`src/rtl/jtdd_sdram_pkg.sv`:
```
// jtdd_sdram_pkg: SDRAM command codes, programming FSM states, default timing and FIFO entry layout.
// rev 1.0
`default_nettype none
`timescale 1ns/1ps

package jtdd_sdram_pkg;

  localparam logic [3:0] CMD_NOP   = 4'b0111;
  localparam logic [3:0] CMD_ACT   = 4'b0011;
  localparam logic [3:0] CMD_WR    = 4'b0100;
  localparam logic [3:0] CMD_REF   = 4'b0001;
  localparam logic [3:0] CMD_DESEL = 4'b1111;

  localparam int DEF_TRCD        = 2;
  localparam int DEF_TWR         = 2;
  localparam int DEF_TRP         = 2;
  localparam int DEF_TRFC        = 7;
  localparam int DEF_REFRESH_CYC = 374;

  typedef enum logic [2:0] {
    ST_IDLE = 3'd0,
    ST_ACT  = 3'd1,
    ST_WR   = 3'd2,
    ST_RCV  = 3'd3,
    ST_REF  = 3'd4
  } state_t;

  typedef struct packed {
    logic [21:0] addr;
    logic [7:0]  data;
    logic [1:0]  mask;
  } prog_entry_t;

endpackage

`default_nettype wire

```
`src/rtl/jtdd_prog_fifo.sv`:
```
// jtdd_prog_fifo: 4-deep, 32-bit FIFO buffering download writes ahead of the SDRAM sequencer.
// rev 1.0
`default_nettype none
`timescale 1ns/1ps

module jtdd_prog_fifo (
  input  logic        clk,
  input  logic        rst_n,
  input  logic        push,
  input  logic [31:0] din,
  input  logic        pop,
  output logic [31:0] head,
  output logic        full,
  output logic        empty
);

  logic [31:0] mem [4];
  logic [1:0]  wr_ptr;
  logic [1:0]  rd_ptr;
  logic [2:0]  count;
  logic        do_push;
  logic        do_pop;

  // Push while full is dropped even if a pop happens in the same cycle.
  assign do_push = push & ~full;
  assign do_pop  = pop & ~empty;
  assign full    = (count == 3'd4);
  assign empty   = (count == 3'd0);
  assign head    = mem[rd_ptr];

  always_ff @(posedge clk) begin
    if (do_push) mem[wr_ptr] <= din;
  end

  always_ff @(posedge clk or negedge rst_n) begin
    if (!rst_n) begin
      wr_ptr <= '0;
      rd_ptr <= '0;
      count  <= '0;
    end else begin
      if (do_push) wr_ptr <= wr_ptr + 2'd1;
      if (do_pop)  rd_ptr <= rd_ptr + 2'd1;
      count <= count + {2'b00, do_push} - {2'b00, do_pop};
    end
  end

endmodule

`default_nettype wire

```
`src/rtl/jtdd_sdram_prog.sv`:
```
// jtdd_sdram_prog: download-time SDRAM writer (ACTIVE -> WRITE with auto-precharge, periodic refresh).
// rev 1.0
`default_nettype none
`timescale 1ns/1ps

module jtdd_sdram_prog
  import jtdd_sdram_pkg::*;
#(
  parameter int TRCD        = DEF_TRCD,
  parameter int TWR         = DEF_TWR,
  parameter int TRP         = DEF_TRP,
  parameter int TRFC        = DEF_TRFC,
  parameter int REFRESH_CYC = DEF_REFRESH_CYC
) (
  input  logic        clk,
  input  logic        rst_n,
  input  logic        downloading,
  input  logic [21:0] prog_addr,
  input  logic [7:0]  prog_data,
  input  logic [1:0]  prog_mask,
  input  logic        prog_we,
  output logic [3:0]  sdram_cmd,
  output logic [1:0]  sdram_ba,
  output logic [12:0] sdram_a,
  output logic [1:0]  sdram_dqm,
  output logic [15:0] sdram_dout,
  output logic        sdram_dq_oe,
  output logic        dwnld_busy,
  output logic        prog_ovf
);

  localparam int RCW = $clog2(REFRESH_CYC + 1);

  state_t         state;
  state_t         state_nx;
  logic [7:0]     wait_cnt;
  logic [7:0]     wait_nx;
  logic [RCW-1:0] ref_cnt;
  logic           ref_pend;
  logic           ref_expire;
  logic           ref_due;
  logic           ref_issue;
  logic           dl_q;
  logic           dl_rise;
  logic           drop;
  logic           fifo_push;
  logic           fifo_pop;
  logic           fifo_full;
  logic           fifo_empty;
  logic [31:0]    fifo_head;
  prog_entry_t    head;
  prog_entry_t    cur;
  logic           busy_nx;
  logic           dq_oe_nx;
  logic [3:0]     cmd_nx;
  logic [1:0]     ba_nx;
  logic [1:0]     dqm_nx;
  logic [12:0]    a_nx;
  logic [15:0]    dout_nx;

  assign fifo_push  = prog_we & downloading & ~fifo_full;
  assign drop       = prog_we & downloading & fifo_full;
  assign dl_rise    = downloading & ~dl_q;
  assign head       = prog_entry_t'(fifo_head);
  assign ref_expire = dwnld_busy & (ref_cnt == RCW'(REFRESH_CYC - 1));
  // An expiry in the current cycle already counts, so it beats a write waiting in IDLE.
  assign ref_due    = ref_pend | ref_expire;
  assign ref_issue  = (state == ST_IDLE) & ref_due;
  assign fifo_pop   = (state == ST_IDLE) & ~ref_due & ~fifo_empty;

  jtdd_prog_fifo u_fifo (
    .clk   (clk),
    .rst_n (rst_n),
    .push  (fifo_push),
    .din   ({prog_addr, prog_data, prog_mask}),
    .pop   (fifo_pop),
    .head  (fifo_head),
    .full  (fifo_full),
    .empty (fifo_empty)
  );

  always_ff @(posedge clk or negedge rst_n) begin
    if (!rst_n) begin
      state    <= ST_IDLE;
      wait_cnt <= '0;
    end else begin
      state    <= state_nx;
      wait_cnt <= wait_nx;
    end
  end

  always_comb begin
    state_nx = state;
    wait_nx  = wait_cnt;
    case (state)
      ST_IDLE: begin
        if (ref_due) begin
          state_nx = ST_REF;
          wait_nx  = 8'(TRFC - 1);
        end else if (!fifo_empty) begin
          state_nx = ST_ACT;
          wait_nx  = 8'(TRCD - 1);
        end
      end
      ST_ACT: begin
        if (wait_cnt == 8'd0) state_nx = ST_WR;
        else                  wait_nx  = wait_cnt - 8'd1;
      end
      ST_WR: begin
        state_nx = ST_RCV;
        wait_nx  = 8'(TWR + TRP - 2);
      end
      ST_RCV, ST_REF: begin
        if (wait_cnt == 8'd0) state_nx = ST_IDLE;
        else                  wait_nx  = wait_cnt - 8'd1;
      end
      default: state_nx = ST_IDLE;
    endcase
  end

  // Outputs are computed for the state being entered and registered below.
  always_comb begin
    busy_nx  = downloading | (state_nx != ST_IDLE) | ~fifo_empty;
    cmd_nx   = CMD_NOP;
    ba_nx    = sdram_ba;
    a_nx     = sdram_a;
    dqm_nx   = 2'b11;
    dout_nx  = sdram_dout;
    dq_oe_nx = 1'b0;
    if (ref_issue) begin
      cmd_nx = CMD_REF;
    end else if (fifo_pop) begin
      cmd_nx = CMD_ACT;
      ba_nx  = head.addr[21:20];
      a_nx   = {2'b00, head.addr[19:9]};
    end else if (state == ST_ACT && state_nx == ST_WR) begin
      cmd_nx   = CMD_WR;
      ba_nx    = cur.addr[21:20];
      a_nx     = {2'b00, 1'b1, 1'b0, cur.addr[8:0]};
      dqm_nx   = cur.mask;
      dout_nx  = {cur.data, cur.data};
      dq_oe_nx = 1'b1;
    end
    if (!busy_nx) cmd_nx = CMD_DESEL;
  end

  always_ff @(posedge clk or negedge rst_n) begin
    if (!rst_n) begin
      sdram_cmd   <= CMD_DESEL;
      sdram_ba    <= '0;
      sdram_a     <= '0;
      sdram_dqm   <= 2'b11;
      sdram_dout  <= '0;
      sdram_dq_oe <= 1'b0;
      dwnld_busy  <= 1'b0;
    end else begin
      sdram_cmd   <= cmd_nx;
      sdram_ba    <= ba_nx;
      sdram_a     <= a_nx;
      sdram_dqm   <= dqm_nx;
      sdram_dout  <= dout_nx;
      sdram_dq_oe <= dq_oe_nx;
      dwnld_busy  <= busy_nx;
    end
  end

  always_ff @(posedge clk or negedge rst_n) begin
    if (!rst_n) begin
      cur      <= '0;
      ref_cnt  <= '0;
      ref_pend <= 1'b0;
      dl_q     <= 1'b0;
      prog_ovf <= 1'b0;
    end else begin
      if (fifo_pop) cur <= head;
      if (dwnld_busy) ref_cnt <= ref_expire ? '0 : ref_cnt + 1'b1;
      if (ref_issue)       ref_pend <= 1'b0;
      else if (ref_expire) ref_pend <= 1'b1;
      dl_q     <= downloading;
      prog_ovf <= (prog_ovf & ~dl_rise) | drop;
    end
  end

endmodule

`default_nettype wire

```
`config.mk`:
```
export PLATFORM = sky130hd
export DESIGN_NAME = jtdd_sdram_prog
export DESIGN_NICKNAME = d
export VERILOG_FILES = /design/src/rtl/jtdd_sdram_pkg.sv /design/src/rtl/jtdd_prog_fifo.sv /design/src/rtl/jtdd_sdram_prog.sv
export SDC_FILE = /design/constraint.sdc
export NUM_CORES = 1
export LEC_CHECK = 0
export CAP_MARGIN = 0
export CELL_PAD_IN_SITES_DETAIL_PLACEMENT = 2
export CELL_PAD_IN_SITES_GLOBAL_PLACEMENT = 2
export CORE_MARGIN = 8
export CORE_UTILIZATION = 33
export DETAILED_ROUTE_END_ITERATION = 10
export PLACE_DENSITY = 0.68
export SKIP_LAST_GASP = 1
export SLEW_MARGIN = 20
export SYNTH_ARGS = -nofsm -noshare
export SYNTH_HDL_FRONTEND = slang
export SYNTH_HIERARCHICAL = 1
export SYNTH_SLANG_ARGS = --single-unit
```
`constraint.sdc`:
```
create_clock -name clk -period 6.7 [get_ports clk]
set_clock_uncertainty 0.2 [all_clocks]
set_input_delay 0.67 -clock clk [delete_from_list [all_inputs] [get_ports clk]]
set_output_delay 0.67 -clock clk [all_outputs]
set_load 0.05 [all_outputs]
```
# Word-level counts from Yosys, hierarchy flattened
# Memories as Yosys holds them, arrays and structs flattened.
# Index checks and enable logic that the tools add are counted.
# totals
reg_bits	101
ramBits	128
inputBits	36
out_inout_bits	40
word_cells	98
memories	1
# op_classes
n_addsub	6
n_eq_ne	9
muxes	28
bitwise	22
n_reduce_logical	13
# memory_table
memory	depth	word_bits	rd	rd_ports_with_merged_regs	wr	line_no	source
u_fifo.mem	4	32	1	0	1	jtdd_prog_fifo.sv:17	logic [31:0] mem [4];
# ops
operator	n
$mux 13	2
$mux 8	3
$pmux 8 s3	1
$mux 3	6
$mux 2	6
$pmux 3 s4	1
$and 1x1->1	11
$add 9x1->9 const B	1
$eq 3x2->1 const B	3
$eq 9x9->1 const B	1
$mux 9	1
$logic_not 8->1	1
$sub 8x1->8 const B	1
$mux 1	7
$not 1->1	7
$eq 3x3->1 const B	2
$logic_not 3->1	2
$reduce_and 3->1	2
$reduce_bool 3->1	2
$add 2x1->2 const B	2
$mux 4	1
$or 1x1->1	4
$reduce_bool 2->1	2
$add 3x1->3	1
other kinds (8)	8

# Depth between registers and ports, before layout
# Gate-level depths: netlist of the first run.
# depth
word_depth	11
depth_mapped	14

# By module
# Netlist of the first run, hierarchy kept.
# by_module_without_submodules
module	instances	cells_per_inst	area_each_um2	seq_area_each_um2
jtdd_prog_fifo	1	210	5129.9	4018.9
jtdd_sdram_prog	1	288	3374.5	1834.3

# Worst setup path before layout of the first run
# OpenSTA, ideal clock, no wires.
# synth_timing
path_kind	flip-flop to flip-flop
from	register dwnld_busy
to	register u_fifo.count[2]
setup_time_ps	126
t_arrival_ps	2889
setup_slack_ps	3485
path_stages_with_launch	14
n_path_buf	3
synth_period_minus_slack_ps	3215
cell_sequence	dfrtp_1 -> and2_1 -> clkbuf_1 -> a311oi_2 -> buf_4 -> buf_2 -> o31ai_1 -> inv_1 -> ha_1 -> inv_1 -> ha_1 -> fa_1 -> xor2_1 -> xnor2_1
# synth_between
elab_chain_len	7
# synth_rtl
item	line_no	source
from (decl)	jtdd_sdram_prog.sv:28	output logic dwnld_busy,
from (signal assigned)	jtdd_sdram_prog.sv:163	dwnld_busy <= busy_nx;
$and 1x1->1	jtdd_sdram_prog.sv:65	assign ref_expire = dwnld_busy & (ref_cnt == RCW'(REFRESH_CYC - 1));
$or 1x1->1	jtdd_sdram_prog.sv:67	assign ref_due = ref_pend | ref_expire;
$not 1->1	jtdd_sdram_prog.sv:69	assign fifo_pop = (state == ST_IDLE) & ~ref_due & ~fifo_empty;
$and 1x1->1 (2 in a row)	jtdd_sdram_prog.sv:69	
net fifo_pop	jtdd_sdram_prog.sv:47	logic fifo_pop;
$and 1x1->1	jtdd_prog_fifo.sv:26	assign do_pop = pop & ~empty;
net u_fifo.do_pop	jtdd_prog_fifo.sv:22	logic do_pop;
$sub 3x1->3	jtdd_prog_fifo.sv:43	count <= count + {2'b00, do_push} - {2'b00, do_pop};
to (signal assigned)	jtdd_prog_fifo.sv:43	
to (decl)	jtdd_prog_fifo.sv:20	logic [2:0] count;
# The timed path passes the listed nets, and every way through them passes these cells.
# A chain may end at the register's enable or synchronous reset.

# Worst setup path in the final report of the first run
# layout_timing
from	register u_fifo.count[1]
to	register u_fifo.count[2]
# layout_rtl
item	line_no	source
$logic_not 3->1 (*)	jtdd_prog_fifo.sv:28	assign empty = (count == 3'd0);
net fifo_empty	jtdd_sdram_prog.sv:49	logic fifo_empty;
$not 1->1 (*)	jtdd_prog_fifo.sv:26, jtdd_sdram_prog.sv:69	
$and 1x1->1	jtdd_sdram_prog.sv:69	
$and 1x1->1 (*)	jtdd_prog_fifo.sv:26	
net u_fifo.do_pop	jtdd_prog_fifo.sv:22	
$sub 3x1->3 (*)	jtdd_prog_fifo.sv:43	
# The timed path passes the listed nets; every way through them passes the cells marked *.

==> results.cfg, run 1 <==
[outcome]
run_status = finished clean

[yosys]
syn_inst = 498
synth-edff-count = 128
async_flop_share_pct = 38.5
yosysMostFrequentCell = edfxtp_1
ys_ff_latch = 208
syn_avg_cell_area_um2 = 17.1
synthTopCellsByArea = edfxtp_1 (45%), dfrtp_1 (22%), mux4_2 (8.5%)
syn_area_um2 = 8500
synth_top_cell_by_area = edfxtp_1
yosysUniqueCellTypes = 67
synth_seq_area_share_pct = 68.8
yosys.area.top_type_share_pct = 45.2
synthFlopType = edfxtp_1
synth_common_cells = edfxtp_1 (128), dfrtp_1 (74), mux4_2 (32)
ys_warn_count = 6

[sta]
max_freq_mhz = 268
drv_slew = 0
max_slew.worst_pin.slew_ns = 0.961
finalHoldViolCount = 0
layout_min_cycle_time_ns = 3.74
period_share_pct = 55.8
tns_ns = 0
rsz0062_at_grt = no
slew_headroom_pct = 36.0
setup_viol = 0

[clock_network]
insertion_delay_ns = 0.52
cts_made_buffers = 24
cts_tree = yes
cts.sinks = 208
clockBufferDepth = 3
cts_root_buf = clkbuf_16
path_clk_slew_ns = 0.06
cts_htree_levels = 1
cts_setup_buffers = 0

[placed_design]
dpl-instance-area_um2 = 9440
placedCellCount = 872
globalplace.congestion = 0.772
place_hpwl_um = 11900
port_buffers = 73

[die]
rows = 58
start_util_pct = 33.7
ios = 76
core_um2 = 25300
die_area_um2 = 31200
die_y_um = 177
dieWidth_um = 177

[finish]
fin_cells = 917
fillers = 2456
stdcell_area_um2 = 10300
nets = 616
antenna_cells = 0
drive_gt1_share_pct = 21.6
final_util_pct = 40.6
area_growth_syn_to_layout_pct = 20.6

[worst_setup_path]
cp.arrival_ns = 3.92
required_ns = 6.88
cp-start-kind = flip-flop
path_class = flip-flop to flip-flop
cp_max_fo = 50
end_kind = flip-flop

[route]
drc = 0
viasPerCell = 4.98
antenna_left = 0
wl_per_cell_um = 20.9
vias = 4565
drt_iter0_drc = 245
drt_first_pass_iters = 6
routed_wl_um = 19200

[hold_path]
hold_path.class = flip-flop to flip-flop

[global_routing]
overflow = 0
grt_pass1_vias = 5210
antenna_found_initial = 1
grt.total_usage_pct = 12.4
grt_max_degree = 53
grt_pass1_wl_um = 30600

[run]
maxCapViolations = 0

[power]
p_leak_nw = 3.72
ir_worst_vdd_uv = 373
power_density_nw_per_um2 = 461
[cells by family after synthesis]
group,share of synthesized area [%]
AO/OA/AOI/OAI,4.71
buffers and inverters,3.65
AND/OR/NAND/NOR,6.18
XOR/XNOR,1.03
multiplexers,13.9
other,0.0441
adder cells (fa/ha/maj),1.71
flip-flops,68.8
[layout make-up]
cell class | count | area (um^2) | share of cell area, %
timing repair buffer | 77 | 761 | 7.42
inverter | 15 | 56.3 | 0.549
tap | 330 | 413 | 4.03
multi-input combinational | 243 | 2370 | 23.1
clock inverter | 8 | 116 | 1.13
clock buffer | 36 | 686 | 6.69
sequential | 208 | 5860 | 57.1
[placed cells by master (no fill, tap or decap), types with 15 or more instances in the layout]
master,count
clkdlybuf4s50_1,72
dfrtp_1,72
mux2_2,29
nand2_1,29
inv_1,15
o21ai_0,19
clkbuf_16,24
edfxtp_1,128
mux4_2,32
[repair_timing]
item | 4_1_cts | 5_1_grt
hold endpoints to repair | 28 | 0
hold buffers | 1 | 0
resized for setup | 0 | 0
[per-layer routing]
| layer | global-route usage [%] | routed length (um) |
|---|---|---|
| met4 | 2.38 | 305 |
| met5 | 0 | 10 |
| met1 | 15.8 | 8340 |
| met3 | 2.88 | 905 |
| met2 | 21.5 | 9600 |
[power breakdown]
part / leakage (nW) / switching (W) / total, W / internal, W
logic: 1.23 / 0.000840 / 0.00148 / 0.000642
clock network: 0.387 / 0.000510 / 0.00130 / 0.000788
registers: 2.10 / 0.000274 / 0.00195 / 0.00167
total: 3.72 / 0.00162 / 0.00473 / 0.00310
[critical path, cell delays in order, from the launching register on]
cell      delay (ns)
dfrtp_1         0.54
nor3_1          0.16
or4_1           0.48
a311oi_4        0.28
buf_4           0.52
o31ai_1         0.26
inv_1           0.10
ha_1            0.12
inv_1           0.04
ha_1            0.20
fa_1            0.38
xor2_1          0.16
xnor2_1         0.15
[metrics by stage]
stage	worst slack, ns	hold slack (ns)	power [W]
finish	2.96	0.289	0.00473
global route	2.74	0.312	0.00499
CTS	2.94	0.291	0.00481
detailed placement	2.95	0.270	0.00348
global placement	3.19	0.247	0.00341
floorplan	3.48	0.174	0.00304
[registers in the layout (all words and copies together) (netlist names), 2 cells and up]
name / cells
sdram_dout: 8
wait_cnt: 8
u_fifo/mem: 128
sdram_dqm: 2
u_fifo/rd_ptr: 2
cur: 21
ref_cnt: 9
u_fifo/count: 3
sdram_cmd: 4
sdram_ba: 2
u_fifo/wr_ptr: 2
state: 3
sdram_a: 11
[path summary, 6_finish.rpt]
| kind | start | endpoint | slack (ns) | depth (start not counted) |
|---|---|---|---|---|
| worst max-delay path | u_fifo/count[1]$_DFF_PN0_ | u_fifo/count[2]$_DFF_PN0_ | 2.96 | 12 |
| worst min-delay path | ref_cnt[8]$_DFFE_PN0P_ | ref_cnt[8]$_DFFE_PN0P_ | 0.29 | 1 |
| worst max register to register | u_fifo/count[1]$_DFF_PN0_ | u_fifo/count[2]$_DFF_PN0_ | 2.96 | 12 |
| worst min register to register | ref_cnt[8]$_DFFE_PN0P_ | ref_cnt[8]$_DFFE_PN0P_ | 0.29 | 1 |
| max in group asynchronous | rst_n | u_fifo/rd_ptr[1]$_DFFE_PN0P_ | 4.76 | 3 |
| min in group asynchronous | rst_n | sdram_a[1]$_DFFE_PN0P_ | 0.45 | 2 |
(Power assumes the default switching activity.)
==> run 2, diff against run 1 <==
Clock period 6.7 ns to 3.61 ns, I/O delays scaled along.
==> results.cfg, run 2 (synthesis gave the netlist of run 1 again) <==
[die]
core_um2 = 25300
start_util_pct = 33.7
dieWidth_um = 177
die_area_um2 = 31200
rows = 58
die_y_um = 177
ios = 76

[finish]
drive_gt1_share_pct = 23.1
fillers = 2426
top_register = u_fifo/mem
area_growth_syn_to_layout_pct = 21.3
nets = 626
antenna_cells = 0
reg_top3 = u_fifo/mem (128), cur (21), sdram_a (11)
mostFrequentLayoutCells = edfxtp_1 (128), dfrtp_1 (72), clkdlybuf4s50_1 (72), mux4_2 (32)
largest_reg_flops = 128
final_common_cell = edfxtp_1
final_util_pct = 40.9

[route]
antenna_left = 0
drt_first_pass_iters = 4
vias = 4567
drt_iter0_drc = 266
wl_per_cell_um = 21.4
viasPerCell = 4.93
drc = 0
routed_wl_um = 19800

[power]
p_sw_w = 0.00302
intPower_w = 0.00579
p_leak_nw = 3.78
ir_worst_vdd_uv = 464
power_density_nw_per_um2 = 854
swShare_pct = 34.3
combPwrFrac_pct = 30.9
seqPwrFrac_pct = 41.9
clkPwrFrac_pct = 27.2

[sta]
finalHoldViolCount = 0
tns_ns = 0
max_slew.worst_pin.slew_ns = 0.930
slew_headroom_pct = 36.2
rsz0062_at_grt = no
setup_viol = 0
period_share_pct = 84.1
drv_slew = 0
worst_hold_slack_ns = 0.260
max_freq_mhz = 329
layout_min_cycle_time_ns = 3.04

[worst_setup_path]
cp_max_fo = 8
cp-start-kind = flip-flop
cp.arrival_ns = 3.21
path_class = flip-flop to flip-flop
end_kind = flip-flop
required_ns = 3.78
rr_startpoint = u_fifo/count[1]$_DFF_PN0_
startpoint = u_fifo/count[1]$_DFF_PN0_

[hold_path]
hold_path.class = input pin to flip-flop
min-delay-start = downloading

[clock_network]
cts_tree = yes
insertion_delay_ns = 0.50
clockBufferDepth = 3
cts.sinks = 208
cts_root_buf = clkbuf_16
cts_made_buffers = 24
cts_htree_levels = 1
path_clk_slew_ns = 0.06

[global_routing]
grt.total_usage_pct = 12.9
antenna_found_initial = 1
grt_pass1_vias = 5360
grt_pass1_wl_um = 31800
overflow = 0
grt_max_degree = 61

[placed_design]
place_hpwl_um = 12600
port_buffers = 73
globalplace.congestion = 0.773

[run]
maxCapViolations = 0

[outcome]
run_status = finished clean
## run 2: cell count changes in the layout (fill, tap and decap cells not counted)
cell        change
clkinv_16       -1
clkbuf_1        -1
clkinv_4        +1
clkbuf_8        -1
buf_4          +10
clkbuf_16       +1
clkinv_2        +2
clkinvlp_4      -1
## run 2: power groups by stage
stage                     clock network (W)  logic (W)  registers (W)
after global routing                0.00255    0.00292        0.00380
after global placement                    0    0.00265        0.00369
after CTS                           0.00247    0.00276        0.00372
after floorplan                           0    0.00179        0.00384
after detailed placement                  0    0.00274        0.00375
final                               0.00240    0.00272        0.00369
## run 2: worst max-delay path: stages, from the launching register on
cell and delay, ns:
dfrtp_1 0.54, nor3_1 0.18, or4_1 0.48, a311oi_4 0.30
o31ai_1 0.15, inv_1 0.08, ha_1 0.11, inv_1 0.04
ha_1 0.18, fa_1 0.37, xor2_1 0.16, xnor2_1 0.13
## run 2: path summary, 6_finish.rpt
| check | cells after the start | end | slack, ns |
|---|---|---|---|
| max | 11 | u_fifo/count[2]$_DFF_PN0_ | 0.57 |
| min | 1 | dl_q$_DFF_PN0_ | 0.26 |
| max reg2reg | 11 | u_fifo/count[2]$_DFF_PN0_ | 0.57 |
| min reg2reg | 1 | sdram_dqm[0]$_DFF_PN1_ | 0.27 |
| max in group asynchronous | 3 | sdram_cmd[2]$_DFF_PN1_ | 2.11 |
| min in group asynchronous | 2 | sdram_dout[7]$_DFFE_PN0P_ | 0.32 |
## run 2: what timing repair did
item | in CTS | in global routing
hold buffers | 1 | 0
endpoints found under the hold margin | 55 | 0
setup endpoints to repair | 0 | 0
resized for setup | 0 | 0
setup buffers | 0 | 0
## run 2: metrics by stage
step                      total power (W)  area [um^2]  worst slack (ns)  instances
final                             0.00881        10300             0.573        927
after global routing              0.00927        10300             0.429        927
after CTS                         0.00895        10300             0.549        927
after detailed placement          0.00650         9520             0.585        882
after global placement            0.00635         9520             0.672        882
after floorplan                   0.00564         8510             0.395        499
## run 2: per-layer routing
layer | up-vias | wire length, um | global-route usage (%)
li1 | 2062 | - | -
met1 | 2392 | 8960 | 16.8
met2 | 83 | 9720 | 22.1
met3 | 28 | 865 | 2.56
met4 | 2 | 250 | 2.49
met5 | - | 16 | 0
## run 2: area by class of cell
cell class | count | area, um^2 | share of cell area (%)
sequential | 208 | 5860 | 56.8
inverter | 15 | 56.3 | 0.546
multi-input combinational | 243 | 2370 | 22.9
clock buffer | 35 | 693 | 6.72
clock inverter | 9 | 97.6 | 0.946
tap | 330 | 413 | 4.00
timing repair buffer | 87 | 836 | 8.10
